`src/rtl/axi_stream_frame_unpacker_if.sv`:
```
// rtl/axi_stream_frame_unpacker_if.sv - coefficient input stream bundle for the frame unpacker
//
// Purpose: carries one 32-bit signed coefficient per beat with a valid/ready
//          handshake and an end-of-frame marker.
// Signals:
//   s_axis_valid  source -> sink   word valid
//   s_axis_ready  sink   -> source sink can accept a word
//   s_axis_data   source -> sink   32-bit signed word
//   s_axis_last   source -> sink   last word of the frame
// Modports:
//   master  the producer of the stream
//   slave   the consumer of the stream (the frame unpacker)
interface axi_stream_frame_unpacker_if;
   logic        s_axis_valid;
   logic        s_axis_ready;
   logic [31:0] s_axis_data;
   logic        s_axis_last;

   modport master (
      output s_axis_valid,
      output s_axis_data,
      output s_axis_last,
      input  s_axis_ready
   );

   modport slave (
      input  s_axis_valid,
      input  s_axis_data,
      input  s_axis_last,
      output s_axis_ready
   );
endinterface

```
`src/rtl/axi_stream_frame_unpacker.sv`:
```
// rtl/axi_stream_frame_unpacker.sv - 64-word coefficient frame to 8x8 row unpacker
//
// Purpose: accepts one 64-word frame of signed 32-bit coefficients, narrows each
//          word to OUT_W bits (saturating or truncating), stores it in an 8x8
//          buffer and replays the buffer as eight rows of eight lanes.
//          Short frames are zero-padded; long/unterminated frames are cut at 64.
// Parameters:
//   OUT_W   lane width in bits
//   SAT_EN  1: clamp out-of-range words to the OUT_W signed range; 0: keep low bits
// Ports:
//   i_clk        clock, rising edge
//   i_rst        asynchronous reset, active-low
//   s_axis       input coefficient stream (slave modport)
//   o_row_data   lanes 0..7, lane k at [k*OUT_W +: OUT_W], signed
//   o_row_idx    row number of o_row_data
//   o_row_valid  row presented
//   i_row_ready  downstream accepts the row
//   o_len_err    one-cycle pulse: frame ended early or had no last marker
//   o_sat        one-cycle pulse: the previously accepted word was clamped
module axi_stream_frame_unpacker #(
   parameter int OUT_W  = 12,
   parameter bit SAT_EN = 1'b1
) (
   input  logic                        i_clk,
   input  logic                        i_rst,
   axi_stream_frame_unpacker_if.slave  s_axis,
   output logic [8*OUT_W-1:0]          o_row_data,
   output logic [2:0]                  o_row_idx,
   output logic                        o_row_valid,
   input  logic                        i_row_ready,
   output logic                        o_len_err,
   output logic                        o_sat
);

   typedef enum logic [1:0] {
      ST_RECV = 2'd0,
      ST_PAD  = 2'd1,
      ST_EMIT = 2'd2
   } state_t;

   localparam logic signed [31:0] SAT_MAX = (32'sd1 <<< (OUT_W - 1)) - 32'sd1;
   localparam logic signed [31:0] SAT_MIN = -(32'sd1 <<< (OUT_W - 1));

   state_t               state_q, state_d;
   logic [5:0]           wr_pt_q, wr_pt_d;
   logic [2:0]           rd_row_q, rd_row_d;
   logic                 ready_q, ready_d;
   logic                 row_valid_d;
   logic [2:0]           row_idx_d;
   logic [8*OUT_W-1:0]   row_data_d;
   logic                 len_err_d;
   logic                 sat_d;

   logic                 mem_we;
   logic [OUT_W-1:0]     mem_wdata;
   logic [OUT_W-1:0]     mem_q [64];

   logic                 beat;
   logic                 row_take;
   logic [OUT_W-1:0]     conv_word;
   logic                 conv_sat;
   logic [2:0]           rd_sel;
   logic [8*OUT_W-1:0]   rd_row_word;

   // Ready is registered, so it cannot depend on valid in the same cycle and
   // rises one clock after reset release or after the last row is taken.
   assign s_axis.s_axis_ready = ready_q;
   assign beat                = ready_q & s_axis.s_axis_valid;
   assign row_take            = o_row_valid & i_row_ready;

   // Narrow the incoming word to the lane width.
   always_comb begin
      conv_word = s_axis.s_axis_data[OUT_W-1:0];
      conv_sat  = 1'b0;
      if (SAT_EN) begin
         if ($signed(s_axis.s_axis_data) > SAT_MAX) begin
            conv_word = SAT_MAX[OUT_W-1:0];
            conv_sat  = 1'b1;
         end else if ($signed(s_axis.s_axis_data) < SAT_MIN) begin
            conv_word = SAT_MIN[OUT_W-1:0];
            conv_sat  = 1'b1;
         end
      end
   end

   // Row to load into the output register: the next row when the current one
   // is being taken (no bubble between rows), otherwise the current row.
   assign rd_sel = (row_take && (rd_row_q != 3'd7)) ? (rd_row_q + 3'd1) : rd_row_q;

   always_comb begin
      rd_row_word = '0;
      for (int k = 0; k < 8; k++) begin
         rd_row_word[k*OUT_W +: OUT_W] = mem_q[{rd_sel, 3'(k)}];
      end
   end

   // Next-state and output logic.
   always_comb begin
      state_d     = state_q;
      wr_pt_d     = wr_pt_q;
      rd_row_d    = rd_row_q;
      ready_d     = ready_q;
      row_valid_d = o_row_valid;
      row_idx_d   = o_row_idx;
      row_data_d  = o_row_data;
      len_err_d   = 1'b0;
      sat_d       = 1'b0;
      mem_we      = 1'b0;
      mem_wdata   = conv_word;

      case (state_q)
         ST_RECV: begin
            ready_d = 1'b1;
            if (beat) begin
               mem_we  = 1'b1;
               wr_pt_d = wr_pt_q + 6'd1;
               sat_d   = conv_sat;
               if (wr_pt_q == 6'd63) begin
                  // Buffer full: emit regardless; a missing last is reported.
                  state_d   = ST_EMIT;
                  ready_d   = 1'b0;
                  len_err_d = ~s_axis.s_axis_last;
               end else if (s_axis.s_axis_last) begin
                  state_d   = ST_PAD;
                  ready_d   = 1'b0;
                  len_err_d = 1'b1;
               end
            end
         end

         ST_PAD: begin
            ready_d   = 1'b0;
            mem_we    = 1'b1;
            mem_wdata = '0;
            wr_pt_d   = wr_pt_q + 6'd1;
            if (wr_pt_q == 6'd63) begin
               state_d = ST_EMIT;
            end
         end

         ST_EMIT: begin
            ready_d = 1'b0;
            if (!o_row_valid) begin
               // First cycle in EMIT: register row rd_row.
               row_valid_d = 1'b1;
               row_idx_d   = rd_sel;
               row_data_d  = rd_row_word;
            end else if (row_take) begin
               if (rd_row_q == 3'd7) begin
                  row_valid_d = 1'b0;
                  rd_row_d    = 3'd0;
                  wr_pt_d     = 6'd0;
                  state_d     = ST_RECV;
                  ready_d     = 1'b1;
               end else begin
                  rd_row_d   = rd_sel;
                  row_idx_d  = rd_sel;
                  row_data_d = rd_row_word;
               end
            end
         end

         default: begin
            state_d = ST_RECV;
         end
      endcase
   end

   always_ff @(posedge i_clk or negedge i_rst) begin
      if (!i_rst) begin
         state_q     <= ST_RECV;
         wr_pt_q     <= 6'd0;
         rd_row_q    <= 3'd0;
         ready_q     <= 1'b0;
         o_row_valid <= 1'b0;
         o_row_idx   <= 3'd0;
         o_row_data  <= '0;
         o_len_err   <= 1'b0;
         o_sat       <= 1'b0;
      end else begin
         state_q     <= state_d;
         wr_pt_q     <= wr_pt_d;
         rd_row_q    <= rd_row_d;
         ready_q     <= ready_d;
         o_row_valid <= row_valid_d;
         o_row_idx   <= row_idx_d;
         o_row_data  <= row_data_d;
         o_len_err   <= len_err_d;
         o_sat       <= sat_d;
      end
   end

   // Frame buffer: contents are meaningless after reset, so it is not reset.
   always_ff @(posedge i_clk) begin
      if (mem_we) begin
         mem_q[wr_pt_q] <= mem_wdata;
      end
   end

endmodule
```
`src/flat_wrapper.sv`:
```
// flat-port wrapper written by rule: the top's interface ports become plain ports
module axi_stream_frame_unpacker_flat 
#(
   parameter int OUT_W  = 12,
   parameter bit SAT_EN = 1'b1
)
  (i_clk, i_rst, o_row_data, o_row_idx, o_row_valid, i_row_ready, o_len_err, o_sat, s_axis_s_axis_valid, s_axis_s_axis_data, s_axis_s_axis_last, s_axis_s_axis_ready);
  axi_stream_frame_unpacker_if s_axis_i ();
  input  logic i_clk;
  input  logic i_rst;
  output logic [8*OUT_W-1:0] o_row_data;
  output logic [2:0] o_row_idx;
  output logic o_row_valid;
  input  logic i_row_ready;
  output logic o_len_err;
  output logic o_sat;
  input wire logic [$bits(s_axis_i.s_axis_valid)-1:0] s_axis_s_axis_valid;
  input wire logic [$bits(s_axis_i.s_axis_data)-1:0] s_axis_s_axis_data;
  input wire logic [$bits(s_axis_i.s_axis_last)-1:0] s_axis_s_axis_last;
  output wire logic [$bits(s_axis_i.s_axis_ready)-1:0] s_axis_s_axis_ready;
  assign s_axis_i.s_axis_valid = s_axis_s_axis_valid;
  assign s_axis_i.s_axis_data = s_axis_s_axis_data;
  assign s_axis_i.s_axis_last = s_axis_s_axis_last;
  assign s_axis_s_axis_ready = s_axis_i.s_axis_ready;
  axi_stream_frame_unpacker #(.OUT_W(OUT_W), .SAT_EN(SAT_EN)) u_core (.i_clk(i_clk), .i_rst(i_rst), .s_axis(s_axis_i), .o_row_data(o_row_data), .o_row_idx(o_row_idx), .o_row_valid(o_row_valid), .i_row_ready(i_row_ready), .o_len_err(o_len_err), .o_sat(o_sat));
endmodule
```
`config.mk`:
```
export PLATFORM = sky130hd
export DESIGN_NAME = axi_stream_frame_unpacker_flat
export DESIGN_NICKNAME = d
export VERILOG_FILES = /design/src/rtl/axi_stream_frame_unpacker_if.sv /design/src/rtl/axi_stream_frame_unpacker.sv /design/src/flat_wrapper.sv
export SDC_FILE = /design/constraint.sdc
export NUM_CORES = 1
export LEC_CHECK = 0
export CAP_MARGIN = 25
export CORE_UTILIZATION = 47
export CTS_CLUSTER_DIAMETER = 150
export CTS_CLUSTER_SIZE = 28
export DETAILED_ROUTE_END_ITERATION = 6
export PLACE_DENSITY = 0.69
export SETUP_SLACK_MARGIN = 0.4
export SYNTH_ARGS = -nofsm -noshare
export SYNTH_HDL_FRONTEND = slang
export SYNTH_SLANG_ARGS = --single-unit
```
`constraint.sdc`:
```
create_clock -name i_clk -period 7.8 [get_ports i_clk]
set_input_delay 0.78 -clock i_clk [delete_from_list [all_inputs] [get_ports i_clk]]
set_output_delay 0.78 -clock i_clk [all_outputs]
set_load 0.03 [all_outputs]
```
==> impl_metrics.toml, run 1 <==
[setup_path]
crit_path_max_incr_delay_ns = 1.06
timing.critical_path.from_type = "flip-flop"
critical_path_peak_fanout = 89
timing.critical_path.mode_cell = "sky130_fd_sc_hd__buf_4"
worst_r2r_path_depth = 10
cp_data_arrival_time_ns = 5.59
criticalPathCategory = "reg2reg"
crit_path_top_delay_cell = "sky130_fd_sc_hd__dfrtp_4"
timing.critical_path.required_ns = 8.30
setup.worst_path.end_class = "flip-flop"
ordered_list_of_cells_on_the_worst_path = "ha_4 -> ha_1 -> nand3b_4 -> buf_4 -> xor2_4 -> buf_4 -> buf_4 -> mux2i_1 -> o22ai_1 -> a211o_1"

[power]
power.combinational.fraction_pct = 36.0
pwr_density_cell_mw_per_mm2 = 338
switching_share_pct = 36.5
sequentialPowerShare_pct = 46.4
vdd_ir_drop_max_uv = 299
switching_power_total_uw = 4880
design_power_total_uw = 13400
static-leakage-power_uw = 0.0138
internal-power_uw = 8480
p_clk_share_pct = 17.6

[sta]
setup_skew_ns = 0.0392
hold-worst-slack_ns = 0.210
final_hold_viol_count = 0
drv_slew = 0
final-setup-viol-count = 0
setup_total_negative_slack_ns = 0
tcrit_tclk_final_pct = 65.3
worst_slew_margin_rel_pct = 30.6
fmax_mhz = 196
layout_min_cycle_time_ns = 5.09
rsz_0062_raised_after_global_routing = "false"
worst_slew_pin_slew_ns = 1.04

[flow_run]
max_cap_viol = 0

[die]
placement_rows = 100
die-width_um = 277
design.die.area_mm2 = 0.0768
floorplan.core_area_mm2 = 0.0747
initial_utilization_pct = 47.6
die_h_um = 277
ios = 140

[routing]
route.final.wire_length_um = 90400
via_count = 21200
first_iteration_detailed_routing_drc_count = 2334
drc = 0
dr.pass1.iters = 5
antenna_left = 0
route.detailed.wl_per_inst_um = 27.3
via_per_inst = 6.40

[logic_synthesis]
post_synth_num_cell_types = 48
synth.yosys.seq_area_share_pct = 72.8
synthesis.nets = 2264
ys.flop_type = "sky130_fd_sc_hd__edfxtp_1"
synth_async_sr_flop_share_pct = 12.9
cell_area_after_synthesis_mm2 = 0.0356
share_of_the_synthesized_area_in_the_top_cell_type_pct = 64.8
synth.largest_area_cell = "sky130_fd_sc_hd__edfxtp_1"
syn-mean-instance-area_um2 = 16.0
yosys_register_bits = 882
synth_cells = 2219
synth-edff-count = 768
yosysWarningCount = 0
synth.top_cells.by_area = "sky130_fd_sc_hd__edfxtp_1, sky130_fd_sc_hd__mux2i_1, sky130_fd_sc_hd__dfrtp_1"

[cts]
clock_tree.root_cell = "sky130_fd_sc_hd__clkbuf_16"
cts.clk_slew.worst_paths_ns = 0.12
post-cts-setup-buffer-count = 0
clk_path_buf_depth = 3
insertion_delay_ns = 0.62
ctsHoldBuffers = 0
cts_made_buffers = 37
clock_sinks = 882
cts_repair_resize_count = 0
clock_tree_from_tritoncts = "built"
cts_max_level = 2

[placement]
hpwlAfterDp_um = 49000
placed_standard_cell_area_mm2 = 0.0383
portBuffers = 139
rd_place_congestion = 0.813

[grt]
largest_net_degree_at_the_start_of_global_routing = 120
global_route_wire_length_before_repair_um = 134000
global_route.usage.total_pct = 23.1
first_global_vias = 21400
antenna_violations_before_repair = 2
global_route.overflow_total = 0

[cells_and_area]
design.final.nets = 2355
multiInputGateArea_mm2 = 0.00902
area_growth_pct = 11.0
postLayoutCellArea_mm2 = 0.0395
final_core_area_utilization_pct = 52.9
area.sequential_mm2 = 0.0259
fraction_of_final_layout_cells_with_drive_strength_greater_than_1_pct = 7.27
fill_cells = 5792
antennaDiodeCount = 0

[hold_path]
worst_hold_path_type = "in2async"

[run_status]
outcome = "complete, no violations"
Yosys cell counts, drive strengths merged, types with 2 or more instances:
library cell / n
a221oi: 79
o21ai: 13
a32oi: 17
ha: 8
nor3: 5
or3: 2
mux2i: 289
edfxtp: 768
nand3: 8
o21a: 13
nor2b: 100
nand3b: 3
dfrtp: 114
clkbuf: 131
a211o: 79
nand2: 30
a221o: 18
nor2: 70
and3: 82
nand4: 5
nor4: 85
a31oi: 19
a2111oi: 96
a21oi: 6
or2: 3
o221ai: 17
nand2b: 5
mux2: 2
inv: 7
a21o: 2
buf: 51
o22ai: 80
cell type report:
class / count / share of cell area (%)
tap: 969 / 3.07
clock buffer: 65 / 2.72
multi-input combinational: 1148 / 22.8
sequential: 882 / 65.7
clock inverter: 2 / 0.0634
inverter: 7 / 0.0666
timing repair buffer: 234 / 5.58
worst max-delay path, delay by kind of cell, from the launching register on:
kind | cells | cell delay (ns)
multiplexers | 1 | 0.29
adder cells (fa/ha/maj) | 2 | 0.49
AO/OA/AOI/OAI | 2 | 0.44
AND/OR/NAND/NOR | 1 | 0.43
buffers and inverters | 3 | 1.94
XOR/XNOR | 1 | 0.21
flip-flops | 1 | 1.06
sequential cells by signal, indices dropped and copies added (netlist names):
name and flops:
u_core.state_q 2, u_core.s_axis.s_axis_ready 1, u_core.o_len_err 1, u_core.o_row_idx 3, u_core.rd_row_q 3, u_core.o_row_data 96, u_core.o_sat 1, u_core.o_row_valid 1
u_core.mem_q 768, u_core.wr_pt_q 6
stage by stage:
stage	std cells	worst slack [ns]
final	3307	2.71
after global routing	3307	2.47
after global placement	3217	2.98
after floorplan	2219	4.62
after CTS	3303	2.69
after detailed placement	3236	2.78
worst paths after layout:
check | start | to | slack (ns)
max in group asynchronous | i_rst | u_core.rd_row_q[1] | 6.06
worst min register to register | u_core.o_row_data[28] | u_core.o_row_data[28] | 0.50
worst max register to register | u_core.rd_row_q[0] | u_core.o_row_data[34] | 2.71
worst max-delay path | u_core.rd_row_q[0] | u_core.o_row_data[34] | 2.71
min in group i_clk | u_core.o_row_data[28] | u_core.o_row_data[28] | 0.50
worst min-delay path | i_rst | u_core.o_row_data[81] | 0.21
per-layer routing:
| layer | GRT usage, % | vias to the layer above | wire [µm] |
|---|---|---|---|
| li1 | - | 9180 | - |
| met1 | 31.6 | 10900 | 37400 |
| met2 | 38.3 | 961 | 44000 |
| met3 | 3.32 | 120 | 6660 |
| met4 | 7.24 | 2 | 2350 |
| met5 | 0 | - | 9 |
placed cells by master, fill, tap and decap left out, drive strengths merged, types with 79 or more instances in the layout:
| master | instances |
|---|---|
| edfxtp | 768 |
| mux2i | 289 |
| clkdlybuf4s50 | 138 |
| dfrtp | 114 |
| nor2b | 100 |
| a2111oi | 96 |
| buf | 96 |
| nor4 | 85 |
| and3 | 82 |
| o22ai | 80 |
| a221oi | 79 |
| a211o | 79 |
power groups by stage:
stage	Combinational, µW	Sequential [µW]	Clock [µW]
after floorplan	2830	6510	0
after global placement	4580	6290	0
after detailed placement	4730	6300	0
after CTS	4750	6200	2390
after global routing	5100	6240	2540
final	4810	6200	2350
cell families (layout without fill, tap and decap cells):
family / Yosys count / after routing / synth area share [%]
buffers and inverters: 189 / 308 / 2.18
AOI/OAI and AO/OA: 445 / 445 / 10.1
xor gates and xnor gates: 2 / 2 / 0.0492
adders and majority gates: 8 / 8 / 0.281
DFF: 882 / 882 / 72.8
muxes: 291 / 291 / 8.19
and+or+nand+nor: 402 / 402 / 6.39
(Power assumes the default switching activity.)
==> run 2, diff against run 1 <==
PLACE_DENSITY = 0.72   (was 0.69)
clock period = 4.43 ns   (was 7.8 ns; I/O delays follow)
==> run 2 against run 1 <==
Setup slack got worse by 2.2 ns. Critical path depth fell by 1. Die area did not move. Clock skew fell by 0.0083 ns. Non-clock buffer count rose by 17. Register-to-register slack got worse by 2.2 ns. First-iteration DRC count rose by 5.7%. Largest power group unchanged. Highest routed layer unchanged.
==> impl_metrics.toml, run 2 (synthesized netlist as in run 1, its figures left out) <==
[run_status]
outcome = "complete, no violations"

[setup_path]
timing.critical_path.mode_cell = "sky130_fd_sc_hd__buf_4"
crit_path_max_incr_delay_ns = 0.84
crit_family = "buffers and inverters"
timing.critical_path.required_ns = 4.99
cp_data_arrival_time_ns = 4.44
criticalPathCategory = "reg2reg"
critical_path_peak_fanout = 49
setup.worst_path.end_class = "flip-flop"
ordered_list_of_cells_on_the_worst_path = "ha_4 -> ha_1 -> nand3b_4 -> buf_4 -> xnor2_2 -> buf_4 -> a221oi_1 -> nor4_1 -> a211o_1"
crit_path_top_delay_cell = "sky130_fd_sc_hd__dfrtp_4"
timing.critical_path.from_type = "flip-flop"
worstPathBufferInverterCount = 2

[sta]
setup_skew_ns = 0.0309
worst_slew_margin_rel_pct = 31.3
rsz_0062_raised_after_global_routing = "false"
final-setup-viol-count = 0
layout_min_cycle_time_ns = 3.88
fmax_mhz = 258
tcrit_tclk_final_pct = 87.6
setup_total_negative_slack_ns = 0
worst_slew_pin_slew_ns = 1.03
drv_slew = 0
final_hold_viol_count = 0

[grt]
largest_net_degree_at_the_start_of_global_routing = 107
grt_use_met1_pct = 33.3
antenna_violations_before_repair = 3
global_route.peak_usage_layer = "met2"
grt.met2_usage_pct = 40.1
global_route.overflow_total = 0
use_met3_pct = 4.19
global_route.usage.total_pct = 24.4
first_global_vias = 22000
global_route_wire_length_before_repair_um = 141000

[cts]
clock_sinks = 882
insertion_delay_ns = 0.61
clock_tree_from_tritoncts = "built"
cts_max_level = 2
post-cts-setup-buffer-count = 0
ctsHoldBuffers = 1
cts_repair_resize_count = 0
clk_path_buf_depth = 3
clock_tree.root_cell = "sky130_fd_sc_hd__clkbuf_16"
cts.clk_slew.worst_paths_ns = 0.11
cts_made_buffers = 37

[die]
design.die.area_mm2 = 0.0768
placement_rows = 100
die-width_um = 277
floorplan.core_area_mm2 = 0.0747
ios = 140
die_h_um = 277
initial_utilization_pct = 47.6

[cells_and_area]
most_used_cells_in_the_layout_excluding_fill_and_tap_cells = "sky130_fd_sc_hd__edfxtp_1, sky130_fd_sc_hd__mux2i_1, sky130_fd_sc_hd__clkdlybuf4s50_1"
design.final.nets = 2372
largest_registers = "u_core.mem_q: 768 flops, u_core.o_row_data: 96 flops, u_core.wr_pt_q: 6 flops"
fraction_of_final_layout_cells_with_drive_strength_greater_than_1_pct = 8.28
antennaDiodeCount = 0
multiInputGateArea_mm2 = 0.00903
largest_reg_flops = 768
fill_cells = 5736
area.sequential_mm2 = 0.0259
regMostFlops = "u_core.mem_q"
layout.cells.most_common = "sky130_fd_sc_hd__edfxtp_1"
area_growth_pct = 11.8

[flow_run]
max_cap_viol = 0

[power]
pwr_density_cell_mw_per_mm2 = 601
vdd_ir_drop_max_uv = 605
static-leakage-power_uw = 0.0139
design_power_total_uw = 23900

[routing]
route.detailed.wl_per_inst_um = 28.7
dr.pass1.iters = 5
via_count = 21900
first_iteration_detailed_routing_drc_count = 2468
via_per_inst = 6.58
antenna_left = 0
route.final.wire_length_um = 95400
drc = 0

[placement]
portBuffers = 139
hpwlAfterDp_um = 52700
rd_place_congestion = 0.788

[hold_path]
worst_hold_path_type = "in2async"
[run 2: area by class of cell]
type                       count  area share [%]
tap                          969            3.05
inverter                       7          0.0661
clock inverter                 3          0.0849
sequential                   882            65.2
timing repair buffer         251            6.35
clock buffer                  63            2.57
multi-input combinational   1148            22.7
[run 2: routing by layer]
metal	wire length, µm	vias up
li1	-	9227
met1	38000	11200
met2	45900	1243
met3	9120	171
met4	2380	4
met5	23	-
[run 2: worst paths after layout]
check	endpoint	start	slack, ns	depth (start not counted)
max	u_core.o_row_data[74]	u_core.rd_row_q[0]	0.55	9
min	u_core.o_row_data[74]	i_rst	0.51	2
max reg2reg	u_core.o_row_data[74]	u_core.rd_row_q[0]	0.55	9
min reg2reg	u_core.o_row_data[55]	u_core.o_row_data[55]	0.51	1
max in group asynchronous	u_core.o_row_data[12]	i_rst	2.79	3
min in group i_clk	u_core.o_row_data[55]	u_core.o_row_data[55]	0.51	1
[run 2: worst reg2reg max path, cell delays in order (launching register included)]
cell	delay, ns
sky130_fd_sc_hd__dfrtp_4	0.84
sky130_fd_sc_hd__ha_4	0.23
sky130_fd_sc_hd__ha_1	0.27
sky130_fd_sc_hd__nand3b_4	0.40
sky130_fd_sc_hd__buf_4	0.50
sky130_fd_sc_hd__xnor2_2	0.22
sky130_fd_sc_hd__buf_4	0.54
sky130_fd_sc_hd__a221oi_1	0.17
sky130_fd_sc_hd__nor4_1	0.53
sky130_fd_sc_hd__a211o_1	0.16
[run 2: where the power goes]
part / leakage, µW / switching [µW] / internal [µW]
logic: 0.00495 / 5770 / 3190
registers: 0.00847 / 677 / 10200
clock network: 0.000503 / 2450 / 1620
[run 2: through the flow]
step	hold WS (ns)	setup slack, ns	util (%)	cells	instance area (µm²)
2_1_floorplan	0.147	1.59	-	2219	35600
3_3_place_gp	0.476	0.762	51.8	3254	38700
3_5_place_dp	0.487	0.646	51.8	3254	38700
4_1_cts	0.508	0.607	53.2	3321	39700
5_1_grt	0.533	0.453	53.3	3323	39800
6_report	0.507	0.551	53.3	3323	39800
